## src/rtl/corner_sorter.sv

```systemverilog
// Orders four detected corners into TL, TR, BL, BR using the x+y and x-y keys.
// A fixed-latency scan looks at one corner per cycle, then registers the result.
module corner_sorter (
    input  logic        clk,
    input  logic        reset,
    input  logic        corners_ready,
    input  logic [79:0] corners_in,
    output logic [79:0] sorted_corners,
    output logic        degenerate,
    output logic        busy,
    output logic        done
);

    typedef enum logic [1:0] {
        IDLE  = 2'd0,
        SCAN  = 2'd1,
        CHECK = 2'd2,
        DONE  = 2'd3
    } state_t;

    state_t      state_r;
    state_t      state_s;
    logic [79:0] corners_r;
    logic [1:0]  idx_r;
    logic [1:0]  tl_r, tr_r, bl_r, br_r;
    logic [10:0] tl_key_r, br_key_r, tr_key_r, bl_key_r;
    logic [79:0] sorted_r;
    logic        degenerate_r;
    logic        busy_r;
    logic        done_r;
    logic [19:0] cur_s;
    logic [10:0] key_sum_s;
    logic [10:0] key_diff_s;

    function automatic logic [19:0] pick_corner(input logic [79:0] c, input logic [1:0] i);
        case (i)
            2'd0:    pick_corner = c[79:60];
            2'd1:    pick_corner = c[59:40];
            2'd2:    pick_corner = c[39:20];
            default: pick_corner = c[19:0];
        endcase
    endfunction

    function automatic logic any_equal(input logic [1:0] a, input logic [1:0] b,
                                       input logic [1:0] c, input logic [1:0] d);
        any_equal = (a == b) || (a == c) || (a == d) || (b == c) || (b == d) || (c == d);
    endfunction

    // Sort keys of the corner under scan; the 1024 offset keeps x-y non-negative.
    always_comb begin
        cur_s      = pick_corner(corners_r, idx_r);
        key_sum_s  = {1'b0, cur_s[19:10]} + {1'b0, cur_s[9:0]};
        key_diff_s = {1'b0, cur_s[19:10]} - {1'b0, cur_s[9:0]} + 11'd1024;
    end

    // Next-state decode.
    always_comb begin
        state_s = state_r;
        case (state_r)
            IDLE: begin
                if (corners_ready) state_s = SCAN;
                else               state_s = IDLE;
            end
            SCAN: begin
                if (idx_r == 2'd3) state_s = CHECK;
                else               state_s = SCAN;
            end
            CHECK:   state_s = DONE;
            DONE:    state_s = IDLE;
            default: state_s = IDLE;
        endcase
    end

    // State register.
    always_ff @(posedge clk or posedge reset) begin
        if (reset) state_r <= IDLE;
        else       state_r <= state_s;
    end

    // Capture, running candidate tracking and result registers.
    always_ff @(posedge clk or posedge reset) begin
        if (reset) begin
            corners_r    <= 80'd0;
            idx_r        <= 2'd0;
            tl_r         <= 2'd0;
            tr_r         <= 2'd0;
            bl_r         <= 2'd0;
            br_r         <= 2'd0;
            tl_key_r     <= 11'd0;
            tr_key_r     <= 11'd0;
            bl_key_r     <= 11'd0;
            br_key_r     <= 11'd0;
            sorted_r     <= 80'd0;
            degenerate_r <= 1'b0;
            busy_r       <= 1'b0;
            done_r       <= 1'b0;
        end else begin
            busy_r <= (state_s != IDLE);
            done_r <= (state_r == CHECK);
            case (state_r)
                IDLE: begin
                    if (corners_ready) begin
                        corners_r <= corners_in;
                        idx_r     <= 2'd0;
                    end
                end
                SCAN: begin
                    idx_r <= idx_r + 2'd1;
                    // Strict compares: on a tie the earlier index keeps the slot.
                    if (idx_r == 2'd0 || key_sum_s < tl_key_r) begin
                        tl_r <= idx_r; tl_key_r <= key_sum_s;
                    end
                    if (idx_r == 2'd0 || key_sum_s > br_key_r) begin
                        br_r <= idx_r; br_key_r <= key_sum_s;
                    end
                    if (idx_r == 2'd0 || key_diff_s > tr_key_r) begin
                        tr_r <= idx_r; tr_key_r <= key_diff_s;
                    end
                    if (idx_r == 2'd0 || key_diff_s < bl_key_r) begin
                        bl_r <= idx_r; bl_key_r <= key_diff_s;
                    end
                end
                CHECK: begin
                    sorted_r     <= {pick_corner(corners_r, tl_r), pick_corner(corners_r, tr_r),
                                     pick_corner(corners_r, bl_r), pick_corner(corners_r, br_r)};
                    degenerate_r <= any_equal(tl_r, tr_r, bl_r, br_r);
                end
                default: ;
            endcase
        end
    end

    assign sorted_corners = sorted_r;
    assign degenerate     = degenerate_r;
    assign busy           = busy_r;
    assign done           = done_r;

endmodule
```

## config.mk

```make
export PLATFORM = sky130hd
export DESIGN_NAME = corner_sorter
export DESIGN_NICKNAME = d
export VERILOG_FILES = /design/src/rtl/corner_sorter.sv
export SDC_FILE = /design/constraint.sdc
export NUM_CORES = 1
export LEC_CHECK = 0
export CORE_ASPECT_RATIO = 1.25
export CORE_MARGIN = 5
export CORE_UTILIZATION = 40
export DETAILED_ROUTE_END_ITERATION = 10
export PLACE_DENSITY = 0.58
export SYNTH_ARGS = -nofsm -noshare
export SYNTH_HDL_FRONTEND = slang
export SYNTH_SLANG_ARGS = --single-unit
```

## constraint.sdc

```tcl
create_clock -name clk -period 12.1 [get_ports clk]
set_input_delay 1.815 -clock clk [delete_from_list [all_inputs] [get_ports clk]]
set_output_delay 1.815 -clock clk [all_outputs]
set_load 0.01 [all_outputs]
```

* Yosys cells after proc, flatten, opt, wreduce, memory -nomap -nowiden
Index checks and enable logic that the tools add are counted.
Storage, ports and cells: flip-flop bits (word level) 219, bits of input ports 83, logic and storage cells 77
Operators by class: add/subtract/negate cells 4, $lt $le $gt $ge 4, eq/ne operators 21, muxes and demuxes 10, reduce and logical (&&, ||, !) cells 23
Operator list (count):
- 20-bit one-hot mux with 3 select lines | 5
- 11-bit greater-than comparator | 2
- 11-bit less-than comparator | 2
- 2-bit == test (second input constant) | 8
- 2-bit by 1-bit == test with 1-bit output (second input constant) | 6
- 2-bit == test | 6
- 2-bit zero test | 6
- 2-bit AND reduction | 6
- 10-bit by 10-bit adder with 11-bit output | 1
- 11-bit adder (second input constant) | 1
- 10-bit by 10-bit subtractor with 11-bit output | 1
- 1-bit logical OR | 9
- 2-bit one-hot mux with 4 select lines | 1
- 2-bit 2-to-1 mux | 2
- 2-bit one-hot mux with 2 select lines | 1
- 2-bit nonzero test | 2
- 2-bit by 1-bit adder with 2-bit output (second input constant) | 1
- 2-bit != test (second input constant) | 1
- 1-bit 2-to-1 mux | 1

* Depth between registers and ports, before layout
Gate-level depths: netlist of run 1.
depth in word-level cells 7, depth in mapped cells 23

* Least setup slack after synthesis of run 1
OpenSTA, ideal clock, no wires.
path kind flip-flop to flip-flop, start point register idx_r[0], end point register tr_key_r[2], setup time 0.128 ns, data arrival time 4.654 ns, setup slack 7.319 ns, stages on the path, launching flop included 21, path buffers 5, clock period less this slack 4.781 ns, path through dfrtp_1 > ha_1 > clkbuf_1 > buf_2 > buf_1 > mux2i_1 > ha_1 > buf_2 > nor2b_1 > o21ai_1 > a21oi_1 > o41ai_2 > xor2_1 > ha_1 > a21o_1 > a21o_1 > a211oi_2 > a211o_1 > a21oi_2 > buf_2 > mux2_1
Between the ends: cells in the longest elaborated chain, start to end 7, elaborated cells on any way between the ends 9, classes of those cells add/sub (2); order compare (1); eq/ne (2); mux (1); reduce/logical (3)
RTL lines:
- from (decl) | RTL line 24 | logic [1:0] idx_r;
- from (signal assigned) | RTL line 108 | idx_r <= idx_r + 2'd1;
- 2-bit == test (tied with other cells) | RTL line 36 | case (i)
- 20-bit one-hot mux with 3 select lines * | RTL line 36
- 10-bit by 10-bit subtractor with 11-bit output * | RTL line 53 | key_diff_s = {1'b0, cur_s[19:10]} - {1'b0, cur_s[9:0]} + 11'd1024;
- 11-bit adder * | RTL line 53
- net key_diff_s[8] | RTL line 33 | logic [10:0] key_diff_s;
- 11-bit greater-than comparator * | RTL line 116 | if (idx_r == 2'd0 || key_diff_s > tr_key_r) begin
- 1-bit logical OR * | RTL line 116
- 2-bit AND reduction (no source line) *
- to (signal assigned) | RTL line 117 | tr_r <= idx_r; tr_key_r <= key_diff_s;
- to (decl) | RTL line 26 | logic [10:0] tl_key_r, br_key_r, tr_key_r, bl_key_r;
Mark *: on every way through the listed nets, which the timed path passes. The rest lies on a longest branch. A chain may end at the register's enable or synchronous reset.

* Final worst setup path of run 1
start point register idx_r[0], end point register tr_r[1]
Between the ends: cells in the longest elaborated chain, start to end 7, elaborated cells on any way between the ends 9, classes of those cells add/sub (2); order compare (1); eq/ne (2); mux (1); reduce/logical (3)
RTL lines:
- 2-bit == test (tied with other cells) | RTL line 36
- 20-bit one-hot mux with 3 select lines * | RTL line 36
- 10-bit by 10-bit subtractor with 11-bit output * | RTL line 53
- 11-bit adder * | RTL line 53
- net key_diff_s[10] | RTL line 33
- 11-bit greater-than comparator * | RTL line 116
- 1-bit logical OR * | RTL line 116
- 2-bit AND reduction (no source line) *
- to (signal assigned) | RTL line 117
- to (decl) | RTL line 25 | logic [1:0] tl_r, tr_r, bl_r, br_r;
Marked as above.

==> results of run 1 <==
==> final timing paths <==
check                                             start                        endpoint  slack (ps)
worst min-delay path            tr_key_r[2]$_DFFE_PP0P_         tr_key_r[2]$_DFFE_PP0P_         480
max in group asynchronous                         reset  sorted_corners[34]$_DFFE_PP0P_        8980
worst max-delay path               idx_r[0]$_DFFE_PP0P_             tr_r[1]$_DFFE_PP0P_        6330
worst max register to register     idx_r[0]$_DFFE_PP0P_             tr_r[1]$_DFFE_PP0P_        6330
worst min register to register  tr_key_r[2]$_DFFE_PP0P_         tr_key_r[2]$_DFFE_PP0P_         480
min in group asynchronous                         reset   sorted_corners[1]$_DFFE_PP0P_        1770
==> stage by stage <==
stage | instances | hold WS (ps) | setup WS [ps]
after floorplan | 949 | 458 | 4290
after global placement | 1480 | 469 | 6470
after detailed placement | 1480 | 475 | 6330
after CTS | 1524 | 488 | 6300
after global routing | 1524 | 496 | 5820
final | 1524 | 483 | 6330
==> layout make-up <==
class / count / area [sq um] / area share
inverter: 75 / 289 / 0.0186
multi-input combinational: 593 / 6670 / 0.429
sequential: 219 / 5480 / 0.352
tap: 412 / 515 / 0.0331
clock inverter: 8 / 71.3 / 0.00458
timing repair buffer: 181 / 1770 / 0.114
clock buffer: 36 / 759 / 0.0488
==> logic make-up (layout without fill, tap and decap cells) <==
family,count (synthesis),count (layout),synth area share
compound gates,116,116,0.0656
xor+xnor,25,25,0.0172
fa+ha+maj,68,68,0.0682
buf+inv,137,300,0.0445
flops,219,219,0.431
mux,304,304,0.342
simple gates,80,80,0.0315
==> cells in the final DEF, fill, tap and decap left out, types with 5 or more instances in the layout <==
cell type | synthesis | routed
nand2_1 | 35 | 35
nor2_1 | 7 | 7
xnor2_1 | 8 | 8
o21ai_0 | 19 | 19
mux2_2 | 199 | 199
o22ai_1 | 5 | 5
a22oi_1 | 12 | 12
mux2_4 | 9 | 9
clkbuf_16 | 0 | 27
a211oi_1 | 5 | 5
mux2i_1 | 15 | 15
clkdlybuf4s50_1 | 0 | 165
buf_4 | 0 | 16
inv_1 | 75 | 74
mux4_2 | 80 | 80
nor3_1 | 7 | 7
xor2_1 | 17 | 17
a21o_1 | 16 | 16
nor2b_1 | 9 | 8
clkinv_2 | 0 | 6
clkbuf_8 | 0 | 5
dfrtp_1 | 219 | 219
ha_1 | 66 | 66
a222oi_1 | 9 | 9
a21oi_1 | 21 | 21
==> worst max-delay path: stages, from the launching register on <==
cell	delay [ps]
dfrtp_1	470
inv_1	150
ha_1	580
buf_4	360
a22oi_1	110
nand2_1	110
mux2_2	180
inv_1	50
ha_1	220
fa_1	430
nor2b_1	130
o21ai_1	80
a21oi_1	290
o41ai_2	140
o31ai_1	490
ha_1	360
nand4_1	120
nor3_1	50
a211o_1	270
a21oi_2	630
mux2_2	420
==> cells in the mapped netlist (3+ instances only) <==
| library cell | count | area, sq um |
|---|---|---|
| a211o_1 | 3 | 26.3 |
| a211oi_1 | 5 | 37.5 |
| a211oi_2 | 3 | 37.5 |
| a21o_1 | 16 | 120 |
| a21oi_1 | 21 | 105 |
| a222oi_1 | 9 | 90.1 |
| a22oi_1 | 12 | 90.1 |
| buf_1 | 10 | 37.5 |
| buf_2 | 28 | 140 |
| clkbuf_1 | 23 | 86.3 |
| dfrtp_1 | 219 | 5480 |
| ha_1 | 66 | 826 |
| inv_1 | 75 | 282 |
| mux2_2 | 199 | 2240 |
| mux2_4 | 9 | 135 |
| mux2i_1 | 15 | 150 |
| mux4_2 | 80 | 1800 |
| nand2_1 | 35 | 131 |
| nand2b_1 | 3 | 18.8 |
| nand4_1 | 4 | 25.0 |
| nor2_1 | 7 | 26.3 |
| nor2b_1 | 9 | 56.3 |
| nor3_1 | 7 | 35.0 |
| nor3b_1 | 5 | 37.5 |
| o21ai_0 | 19 | 95.1 |
| o21bai_1 | 4 | 30.0 |
| o22ai_1 | 5 | 31.3 |
| o31ai_1 | 4 | 30.0 |
| xnor2_1 | 8 | 70.1 |
| xor2_1 | 17 | 149 |
==> registers in the layout (all words and copies together), names as in the netlist, 11 cells and up <==
signal,cells
bl_key_r,11
br_key_r,11
corners_r,80
sorted_corners,80
tl_key_r,11
tr_key_r,11
==> per-layer routing <==
layer	share of wire	up-vias
met5	0	-
met4	0.022	0
met3	0.053	44
met2	0.50	230
met1	0.42	4311
li1	-	3811
==> metrics.md, run 1 <==
| Metric | Value |
|---|---|
| GP Congestion | `0.839` |
| DRC Markers | `0` |
| Area Growth Syn to Fin | `22.5%` |
| Largest net degree at the start of global routing | `89` |
| Dominant synthesized flop cell | `dfrtp_1` |
| Die height | `209 um` |
| Count of final setup violators | `0` |
| Final Cell Area | `15600 sq um` |
| HPWL Detailed | `24200 um` |
| Cells after synthesis | `949` |
| Max Freq | `0.173 GHz` |
| Met1 Use GR | `0.255` |
| Clock transition at path regs | `50 ps` |
| Max Clock Skew | `14.0 ps` |
| Reg2Reg Depth | `20` |
| Final Slew Violations | `0` |
| Fin. Hold Viols | `0` |
| Peak-usage layer in the global routing report | `met2` |
| Synthesized flop and latch total | `219` |
| Total grt overflow | `0` |
| Cell Area, Synth | `12700 sq um` |
| Remaining antenna violation count after routing | `0` |
| Status | `completed` |
| Die area | `35400 sq um` |
| DR iter-0 viols | `569` |
| Latest clock arrival within the worst-skew pair | `540 ps` |
| Post-synth EDFFs | `0` |
| Clock Path Buffers | `3` |
| Synth Area per Inst | `13.4 sq um` |
| NumNets Final | `1247` |
| Number of vias per cell | `5.51` |
| Ratio of cells with drive above 1 in the final layout | `0.320` |
| Post-DP Area | `14700 sq um` |
| Routed length per instance | `22.2 um` |
| Die width | `169 um` |
| Crit. End Element | `flop` |
| Hold Buf Count CTS | `0` |
| Layout Utilization | `0.492` |
| CTS resizes | `0` |
| I/O pin cnt | `166` |
| Peak fanout along the critical path | `14` |
| Initial Utilization | `0.402` |
| Met3 Usage GRT | `0.0284` |
| Core box area | `31600 sq um` |
| First-pass GRT wire length | `53200 um` |
| Detailed Routing Iterations Pass 1 | `8` |
| Root Buffer | `clkbuf_16` |
| Min-delay worst type | `reg -> reg` |
| Antenna cells | `0` |
| Async set or reset register ratio after synthesis | `1.00` |
| CTS tree | `done` |
| Critical path arrival | `6180 ps` |
| I/O Buffers | `165` |
| WS Path Type | `reg -> reg` |
| Final Cycle Share | `0.477` |
| Max-Cap Viols | `0` |
| H-tree depth | `1` |
| Critical Path Source Type | `flop` |
| YS warnings | `0` |
| Via Count | `8396` |
| Setup tns final | `0 ps` |
| FP Rows | `73` |
| Final WL | `33900 um` |
| Seq/Total Area, Yosys | `0.431` |
| Actual slew at the worst max-slew pin | `991 ps` |
| Worst EP required | `12510 ps` |
| Clock sink count | `219` |
| Unrepaired setup endpoints after global routing | `no` |
| Number of buffers created by CTS | `26` |
| Synth unique cells | `52` |
| WHS Path Cells | `1` |
| Overall Global Routing Usage | `0.191` |
| Post-CTS setup buffers | `0` |
| Met2 Use GR | `0.328` |
| Syn nets | `1100` |
| Initial antenna violation count | `0` |
| Vias in the first global route | `8913` |
| Slew HR | `0.339` |
| # fillers | `2875` |
| Tmin final | `5770 ps` |
Power of run 1 is not shown: default switching activity piles up to over one toggle a cycle in this logic, so the estimate is an artifact.
==> run 2: changes to the inputs <==
PLACE_DENSITY = 0.6   (was 0.58)
clock period = 5.1 ns   (was 12.1 ns; I/O delays follow)
==> run 2 against run 1 <==
  * Global-route usage decreased by 0.26 points
  * Final cell count increased by 1.8%
  * Via count increased by 0.73%
  * Register-to-register slack got worse by 6100 ps
  * Core utilization increased by 0.56 points
  * First-iteration DRC count decreased by 10%
  * Worst setup slack got worse by 6100 ps
  * Cell area increased by 1.1%
  * Critical endpoint is now tr_key_r[0]$_DFFE_PP0P_
  * Highest routed layer unchanged
==> metrics.md, run 2 (same netlist as run 1, synthesis figures left out) <==
| Metric | Value |
|---|---|
| Worst-path cell chain | `inv_1, ha_2, buf_4, a22oi_1, nand2_1, mux2_2, ha_1, nor2b_1, o31a_1, o21ba_2, o211a_1, a211o_1, ha_1, a21o_1, a211oi_2, a211o_1, a21oi_2, buf_4, mux2_2` |
| Clock sink count | `219 (unchanged)` |
| Latest clock arrival within the worst-skew pair | `520 ps (-20 ps)` |
| Die area | `35400 sq um (unchanged)` |
| Clock Path Buffers | `3 (unchanged)` |
| Most frequent cells in the layout | `219 x dfrtp_1, 199 x mux2_2, 165 x clkdlybuf4s50_1, 80 x mux4_2, 74 x inv_1` |
| R2r endpoint | `tr_key_r[0]$_DFFE_PP0P_` |
| Peak fanout along the critical path | `12 (-2)` |
| Tmin final | `4820 ps (-948 ps)` |
| Initial antenna violation count | `0 (unchanged)` |
| I/O Buffers | `165 (unchanged)` |
| Largest net degree at the start of global routing | `92 (+3.4%)` |
| Crit path largest cell delay | `450 ps (-180 ps)` |
| Overall Global Routing Usage | `0.189 (-0.00261)` |
| Status | `completed` |
| Number of vias per cell | `5.45 (-1.0%)` |
| I/O pin cnt | `166 (unchanged)` |
| Final Slew Violations | `0 (unchanged)` |
| Multi-input gate area | `6680 sq um (+0.15%)` |
| Max Clock Skew | `13.7 ps (-0.325 ps)` |
| Register area | `5480 sq um (unchanged)` |
| Root Buffer | `clkbuf_16` |
| Reg2Reg Depth | `19 (-5.0%)` |
| CP delay by family, top | `compound AO/OA/AOI/OAI gates` |
| Critical path arrival | `5220 ps (-960 ps)` |
| Worst EP required | `5500 ps (-7010 ps)` |
| Crit. End Element | `flop` |
| DRC Markers | `0 (unchanged)` |
| Final std cells w/o fill | `1551 (+1.8%)` |
| Hold Buf Count CTS | `0 (unchanged)` |
| Ratio of cells with drive above 1 in the final layout | `0.339 (+0.0187)` |
| H-tree depth | `1 (unchanged)` |
| Critical path buffers and inverters | `3 (unchanged)` |
| Detailed Routing Iterations Pass 1 | `5 (-3)` |
| Actual slew at the worst max-slew pin | `1090 ps (+96.2 ps)` |
| # fillers | `2860 (-0.52%)` |
| Area Growth Syn to Fin | `23.9%` |
| CTS tree | `done` |
| DR iter-0 viols | `512 (-10%)` |
| Antenna cells | `0 (unchanged)` |
| Core box area | `31600 sq um (unchanged)` |
| Via Count | `8457 (+0.73%)` |
| Total grt overflow | `0 (unchanged)` |
| CP Depth | `19 (-5.0%)` |
| Clock transition at path regs | `60 ps (about the same)` |
| Count of final setup violators | `0 (unchanged)` |
| FP Rows | `73 (unchanged)` |
| Fin. Hold Viols | `0 (unchanged)` |
| Die height | `209 um (unchanged)` |
| NumNets Final | `1275 (+2.2%)` |
| Number of buffers created by CTS | `24 (-7.7%)` |
| Max-Cap Viols | `0 (unchanged)` |
| Crit path to | `tr_key_r[0]$_DFFE_PP0P_` |
| Final WL | `33500 um (-0.98%)` |
| Remaining antenna violation count after routing | `0 (unchanged)` |
| Slew HR | `0.275 (-0.0641)` |
| First-pass GRT wire length | `53000 um (-0.44%)` |
| Commonest non-fill, non-tap cell in the layout | `dfrtp_1` |
| Die width | `169 um (unchanged)` |
| Flop-to-flop setup slack | `280 ps (-6050 ps)` |
| Initial Utilization | `0.402 (unchanged)` |
| Setup tns final | `0 ps (unchanged)` |
| FF-to-FF Start | `idx_r[1]$_DFFE_PP0P_` |
| HPWL Detailed | `24200 um (about the same)` |
| Cell Count Post-Placement | `1509 (+2.0%)` |
| Slowest library cell on the worst path | `dfrtp_1` |
| Critical Path Source Type | `flop` |
| Routed length per instance | `21.6 um (-2.7%)` |
| WS Path Type | `reg -> reg` |
| Critical path startpoint | `idx_r[1]$_DFFE_PP0P_` |
| Min-delay worst type | `reg -> reg` |
| Unrepaired setup endpoints after global routing | `no` |
| Final Cycle Share | `0.945 (+0.468)` |
| GP Congestion | `0.822 (-2.0%)` |
| Max Freq | `0.207 GHz (+20%)` |
| Vias in the first global route | `8919 (+0.067%)` |
-- run 2: final cells by class --
type | instances | area share
Timing Repair Buffer | 211 | 0.130
Sequential cell | 219 | 0.348
Clock inverter | 9 | 0.00342
Multi-Input combinational cell | 593 | 0.425
Clock buffer | 32 | 0.0427
Tap cell | 412 | 0.0328
Inverter | 75 | 0.0181
-- run 2: worst reg2reg max path, cell delays in order, from the launching register on --
cell,delay [ps]
dfrtp_1,450
inv_1,110
ha_2,300
buf_4,200
a22oi_1,190
nand2_1,70
mux2_2,290
ha_1,280
nor2b_1,140
o31a_1,260
o21ba_2,230
o211a_1,200
a211o_1,330
ha_1,320
a21o_1,120
a211oi_2,80
a211o_1,310
a21oi_2,260
buf_4,220
mux2_2,340
-- run 2: worst min-delay path by stage --
stage	cells past startpoint	slack, ps	from	end
6_report	1	490	tr_key_r[2]$_DFFE_PP0P_	tr_key_r[2]$_DFFE_PP0P_
3_5_place_dp	1	480	tr_key_r[2]$_DFFE_PP0P_	tr_key_r[2]$_DFFE_PP0P_
5_1_grt	1	520	bl_key_r[0]$_DFFE_PP0P_	bl_key_r[0]$_DFFE_PP0P_
4_1_cts	1	490	tr_key_r[2]$_DFFE_PP0P_	tr_key_r[2]$_DFFE_PP0P_
3_3_place_gp	1	470	tr_key_r[2]$_DFFE_PP0P_	tr_key_r[2]$_DFFE_PP0P_
2_1_floorplan	1	460	tr_key_r[2]$_DFFE_PP0P_	tr_key_r[2]$_DFFE_PP0P_
-- run 2: per-stage QoR --
| step | hold WS [ps] | setup WS [ps] | area [sq um] | util |
|---|---|---|---|---|
| 2_1_floorplan | 458 | 319 | 12700 | - |
| 6_report | 488 | 279 | 15700 | 0.498 |
| 5_1_grt | 519 | 30.4 | 15700 | 0.498 |
| 3_3_place_gp | 471 | 129 | 15000 | 0.474 |
| 3_5_place_dp | 479 | 54.0 | 15000 | 0.474 |
| 4_1_cts | 493 | 14.9 | 15700 | 0.497 |
-- run 2: metal layers --
| layer | global-route usage | vias to the layer above | wire length [um] |
|---|---|---|---|
| li1 | - | 3857 | - |
| met1 | 0.246 | 4346 | 13800 |
| met2 | 0.332 | 211 | 17300 |
| met3 | 0.0252 | 43 | 1730 |
| met4 | 0.0464 | 0 | 740 |
| met5 | 0 | - | 0 |
-- run 2: timing repair --
| action | in CTS | in global routing |
|---|---|---|
| buffers inserted | 0 | 1 |
| endpoints found under the setup margin | 0 | 47 |
| gates resized for setup | 0 | 4 |
Power of run 2 is left out for the same reason.
==> run 3: changes to the inputs <==
ABC_CLOCK_PERIOD_IN_PS = 5100   (was not set)
==> results of run 3 <==
No change in the layout: final DEF, timing and power equal those of run 2.
Power of run 3 is left out for the same reason.
